### config.mk
export PLATFORM = sky130hd
export DESIGN_NAME = jk_down_interval_timer
export DESIGN_NICKNAME = d
export VERILOG_FILES = /design/src/rtl/jk_down_interval_timer_pkg.sv /design/src/rtl/jk_down_interval_timer_jk_ff.sv /design/src/rtl/jk_down_interval_timer.sv
export SDC_FILE = /design/constraint.sdc
export NUM_CORES = 1
export LEC_CHECK = 0
export ABC_AREA = 1
export BUFFER_PORTS_ARGS = -buffer_cell sky130_fd_sc_hd__buf_2
export CELL_PAD_IN_SITES_DETAIL_PLACEMENT = 0
export CELL_PAD_IN_SITES_GLOBAL_PLACEMENT = 1
export CORE_AREA = 2 2 39 41
export DETAILED_ROUTE_END_ITERATION = 7
export DIE_AREA = 0 0 41 43
export GPL_TIMING_DRIVEN = 0
export MAX_ROUTING_LAYER = met4
export PLACE_DENSITY_LB_ADDON = 0.1
export SLEW_MARGIN = 5
export SYNTH_ARGS = -nofsm -noshare
export SYNTH_HDL_FRONTEND = slang
export SYNTH_SLANG_ARGS = --single-unit
### constraint.sdc
create_clock -name clk -period 1.35 [get_ports clk]
set_input_delay 0.135 -clock clk [delete_from_list [all_inputs] [get_ports clk]]
set_output_delay 0.135 -clock clk [all_outputs]
set_load 0.1 [all_outputs]
### src/rtl/jk_down_interval_timer_pkg.sv
// jk_timer_pkg: shared FSM state encoding and JK cell command codes for the interval timer.
package jk_timer_pkg;
  typedef enum logic {ST_IDLE = 1'b0, ST_RUN = 1'b1} state_t;
  localparam logic [1:0] JK_HOLD = 2'b00;
  localparam logic [1:0] JK_CLR  = 2'b01;
  localparam logic [1:0] JK_SET  = 2'b10;
  localparam logic [1:0] JK_TOG  = 2'b11;
endpackage

### src/rtl/jk_down_interval_timer_jk_ff.sv
// jk_ff: single JK flip-flop with synchronous active-high clear.
module jk_ff (
  input  logic clk,
  input  logic rst,
  input  logic j,
  input  logic k,
  output logic q
);
  always_ff @(posedge clk)
    q <= rst ? 1'b0 : (j & ~q) | (~k & q);
endmodule

### src/rtl/jk_down_interval_timer.sv
// jk_down_interval_timer: loadable down-counting interval timer on JK cells with one-cycle done pulse.
module jk_down_interval_timer
  import jk_timer_pkg::*;
#(
  parameter int WIDTH       = 4,
  parameter bit AUTO_RELOAD = 1'b0
) (
  input  logic             clk,
  input  logic             rst,
  input  logic             start,
  input  logic             stop,
  input  logic             en,
  input  logic [WIDTH-1:0] load_val,
  output logic [WIDTH-1:0] count,
  output logic             busy,
  output logic             done
);
  state_t state, state_n;
  logic done_n, ld, dec;
  always_ff @(posedge clk) begin
    if (rst) begin
      state <= ST_IDLE;
      done  <= 1'b0;
    end else begin
      state <= state_n;
      done  <= done_n;
    end
  end
  assign busy = (state == ST_RUN);
  // stop outranks restart, restart outranks decrement and terminal count
  always_comb begin
    state_n = state;
    done_n  = 1'b0;
    ld      = 1'b0;
    dec     = 1'b0;
    if (state == ST_IDLE) begin
      ld      = start & ~stop;
      state_n = ld ? ST_RUN : ST_IDLE;
    end else if (stop) state_n = ST_IDLE;
    else if (start) ld = 1'b1;
    else if (en) begin
      if (|count) dec = 1'b1;
      else begin
        done_n  = 1'b1;
        ld      = AUTO_RELOAD;
        state_n = AUTO_RELOAD ? ST_RUN : ST_IDLE;
      end
    end
  end
  for (genvar i = 0; i < WIDTH; i++) begin : g_bit
    logic z;
    logic [1:0] cmd;
    if (i == 0) begin : g_lsb
      assign z = 1'b1;
    end else begin : g_upper
      assign z = ~|count[i-1:0];
    end
    assign cmd = ld ? (load_val[i] ? JK_SET : JK_CLR) : (dec & z) ? JK_TOG : JK_HOLD;
    jk_ff u_ff (.clk(clk), .rst(rst), .j(cmd[1]), .k(cmd[0]), .q(count[i]));
  end
endmodule

== Word level (Yosys, flattened, before mapping) ==
Cells that the tools add are included.
Storage, ports and cells
  bits in latches: 0
  output and inout port bits: 6
  flip-flop bits (word level): 6
  memories: 0
  bits of input ports: 9
  logic and storage cells: 66
  bits in writable memories: 0
  ROM bits: 0
Operators by class
  divide/modulo/power cells: 0
  equal/unequal tests: 0
  $lt $le $gt $ge: 0
  bitwise operators: 27
  add/subtract/negate cells: 0
  muxes and demuxes: 26
  multiply operators: 0
  shift operators: 0
  reductions and logical operators: 7
Operators by type and width (count)
  2-bit two-way mux: 12
  1-bit two-way mux: 14
  1-bit AND: 12
  1-bit NOT: 11
  5-bit OR reduction: 1
  1-bit OR: 4
  4-bit OR reduction: 1
  1-bit logical NOT: 3
  3-bit OR reduction: 1
  2-bit OR reduction: 1

== Longest topological paths before layout ==
  depth in word-level cells: 12
  gate-level depth with buffers: 8

== Hierarchy ==
From an unflattened synthesis, not the netlist that was laid out.
Unflattened totals
  cells, all modules: 62
  area, all modules: 372.9 µm²
Modules (own cells, without submodules)
  jk_down_interval_timer: area an instance 207.7 µm², times used 1, seq. area each 40.0 µm², cells each 38
  jk_ff: area an instance 41.3 µm², times used 4, seq. area each 20.0 µm², cells each 6

== Worst setup path after synthesis ==
Ideal clock, no wire load.
  path kind: reg2reg
  start: register state (netlist: busy)
  end: register g_bit[2].u_ff.q
  setup time: 0.117 ns
  cell stages (with the launch flop): 8
  data arrival time: 1.562 ns
  data required time: 1.233 ns
  path buffers: 0
  slack: -0.329 ns
  clock period less this slack: 1.679 ns
  path through: dfxtp_1 -> nand2_2 -> nor2_4 -> nand3_2 -> nand2_1 -> inv_1 -> nor2_1 -> nor2_1
On the way
  longest elaborated chain between the ends: 7
  elaborated cells between the ends (all ways): 9
  classes of those cells: 4 x mux; 5 x bitwise
Ends and longest elaborated chain
  from (decl): line jk_down_interval_timer.sv:18  | state_t state, state_n;
  from (signal assigned): line jk_down_interval_timer.sv:25  | state <= state_n;
  1-bit two-way mux: line jk_down_interval_timer.sv:36  | if (state == ST_IDLE) begin
  1-bit AND: line jk_down_interval_timer.sv:58  | assign cmd = ld ? (load_val[i] ? JK_SET : JK_CLR) : (dec & z) ? JK_TOG : JK_HOLD;
  2-bit two-way mux: line jk_down_interval_timer.sv:58
  2-bit two-way mux *: line jk_down_interval_timer.sv:58
  1-bit NOT: line jk_down_interval_timer_jk_ff.sv:10  | q <= rst ? 1'b0 : (j & ~q) | (~k & q);
  1-bit AND: line jk_down_interval_timer_jk_ff.sv:10
  1-bit OR *: line jk_down_interval_timer_jk_ff.sv:10
  to (signal assigned): line jk_down_interval_timer_jk_ff.sv:10
  to (decl): line jk_down_interval_timer_jk_ff.sv:7  | output logic q
Every way passes the cells marked *; elsewhere a longest branch is shown, timed or not.
A chain may end at the register's enable or synchronous reset.

== Worst setup path in the final report ==
  start: register g_bit[3].u_ff.q
  end: output count[3]
RTL lines
  from (decl): line jk_down_interval_timer_jk_ff.sv:7
  from (signal assigned): line jk_down_interval_timer_jk_ff.sv:10
  to (decl): line jk_down_interval_timer.sv:14  | output logic [WIDTH-1:0] count,
No word-level cell between the ends.

==> out/results.ini <==
[run_status]
status = completed

[flow_run]
maxCapViolations = 0

[finish]
antennaDiodeCount = 0
stdcell_area_sq_um = 475.5
syn_to_final_growth_pct = 34.28
drive_above_1_share_pct = 43.28
nets = 78
layout.cells.non_filler = 83

[synthesis]
avgSynthCellArea_sq_um = 7.082
ys_seq_elements = 6
ys_seq_area_share_pct = 33.92
syn_nets = 59
syn_area_sq_um = 354.1
yosys_warnings = 0
synth_cell_types = 16
synthCells = 50

[die]
io_pins = 15
die_h_microns = 43
start_util_pct = 25.59
fp-row-count = 14
die_area_sq_mm = 0.001763
core_area_sq_mm = 0.001384
fp.dieW_microns = 41

[setup_path]
critPathSlowestCell = buf_2
rrSetupSlack_ns = 0.30
cp.arrival_ns = 1.14
startpoint_type = flop
end_kind = primary output
cp.required_ns = 1.22
worstSetupPathType = reg2out
crit_buf_inv = 2
worstPathMaxFanout = 4
worst_path_dominant_cell_family = buffers and inverters
path_cells = buf_4 -> buf_2
slowest_delay_ns = 0.41

[cts]
clkTransAtPathRegs_ns = 0.05
cts_setup_buffers = 0
clockBufferDepth = 2
h-tree-depth = 1
numCtsBuffers = 3
clkSinkCount = 6
clockRootBuffer = clkbuf_4
insertion_delay_ns = 0.24
cts_tree = built

[pwr]
ir_drop_mv = 0.4042
p_leak_nw = 0.2388
p_int_w = 0.0003315
swShare_pct = 36.33
p_seq_share_pct = 38.3
clockPowerShare_pct = 32.1
powerDensity_mw_per_mm2 = 1095
switchingPower_w = 0.0001892
combPwrFrac_pct = 29.6

[place]
dp.cells = 80
hpwl_microns = 623.9
gp_congestion = 0.7302
place_ws_ns = 0.2328
numPortBuffers = 14
placed_area_sq_um = 445.4

[grt]
grt_max_degree = 9
grt_pass1_wl_microns = 1442
grt_pass1_vias = 364
track_usage_pct = 12.35
antenna_found_initial = 0
overflow = 0

[routing]
viasPerCell = 4.482
wl_per_cell_microns = 9.361
firstDrtPassIters = 2
dr.first_iter.drc_count = 3
ant_nets = 0
drt_wl_total_microns = 777
vias = 372
drcViolationCount = 0

[timing]
rsz0062_at_grt = no
fin_skew_ns = 0.0003049
fin_crit_sh_pct = 94.74
finalHoldViolCount = 0
worst_pin_slew_ns = 0.4841
fin_ws_ns = 0.07099
slew_viol_final = 0
slew_headroom_pct = 67.95
finalSetupViolCount = 0
min_period_ns = 1.279
finalSetupTns_ns = 0
fmax_mhz = 781.9

[worst_hold_path]
hold_path_class = in2reg

==> area by class of cell <==
cell class	instances	area, sq um
sequential	6	121.4
inverter	8	30.03
clock buffer	3	22.52
tap	16	20.02
buffer	4	30.03
multi-input combinational	32	173.9
fill	154	908.4
timing repair buffer	14	77.57
==> state kept, by name, indices dropped and copies added, names as in the netlist <==
| name | cells |
|---|---|
| g_bit.u_ff.q | 4 |
| busy | 1 |
| done | 1 |
==> cell usage in the layout (no fill, tap or decap), drive strengths merged <==
cell / n
a21oi: 2
a31o: 1
a31oi: 1
buf: 17
clkbuf: 4
dfxtp: 6
inv: 8
nand2: 10
nand3: 6
nand4: 2
nor2: 5
nor3: 2
o21ai: 3
==> cell usage after synthesis <==
cell / count / area (sq um)
nand2_1: 8 / 30.03
dfxtp_1: 6 / 120.1
inv_1: 6 / 22.52
nand3_1: 5 / 25.02
buf_4: 4 / 30.03
nor2_1: 3 / 11.26
o21ai_0: 3 / 15.01
a21oi_1: 2 / 10.01
inv_2: 2 / 7.510
nand2_2: 2 / 12.51
nand4_1: 2 / 12.51
nor2_4: 2 / 22.52
nor3_1: 2 / 10.01
a31o_1: 1 / 8.760
a31oi_1: 1 / 6.260
nand3_2: 1 / 10.01
==> path summary, 6_finish.rpt <==
kind                         startpoint  cells after the start                    endpoint
max          g_bit[3].u_ff.q$_SDFF_PP0_                      2                    count[3]
min                                 rst                      2             busy$_SDFF_PP0_
max reg2reg  g_bit[0].u_ff.q$_SDFF_PP0_                      6  g_bit[2].u_ff.q$_SDFF_PP0_
min reg2reg  g_bit[3].u_ff.q$_SDFF_PP0_                      2  g_bit[3].u_ff.q$_SDFF_PP0_
==> layer usage <==
metal / GRT usage [%] / vias to the layer above / wire [microns]
met4: 6.000 / 0 / 9
met2: 17.19 / 7 / 352
met5: - / - / 0
met1: 15.11 / 167 / 378
met3: 4.712 / 2 / 37
li1: - / 196 / -
==> stage by stage <==
stage                     utilization, %   power, W  hold slack [ns]
after floorplan                        -  0.0003223           0.1967
after global placement             32.19  0.0003555           0.3529
after detailed placement           32.19  0.0003550           0.3506
after CTS                          34.18  0.0005339          0.08781
after global routing               34.36  0.0005652          0.09782
final                              34.36  0.0005207          0.09967
==> repair_timing <==
item | CTS | global route
setup endpoints to repair | 2 | 1
hold buffers | 0 | 0
gates resized for setup | 2 | 1
==> power groups by stage <==
stage / Sequential, W / Clock [W] / Combinational, W
floorplan: 0.000213 / 0 / 0.000109
finish: 0.000199 / 0.000167 / 0.000154
global route: 0.000201 / 0.000197 / 0.000167
CTS: 0.000199 / 0.000180 / 0.000155
detailed placement: 0.000203 / 0 / 0.000152
global placement: 0.000203 / 0 / 0.000153
==> cell families after synthesis <==
family / Yosys count / synth area share (%)
AO/OA/AOI/OAI: 7 / 11.31
buffers and inverters: 12 / 16.96
flip-flops: 6 / 33.92
AND/OR/NAND/NOR: 25 / 37.81
No activity file was read; power rests on OpenSTA's default activity.
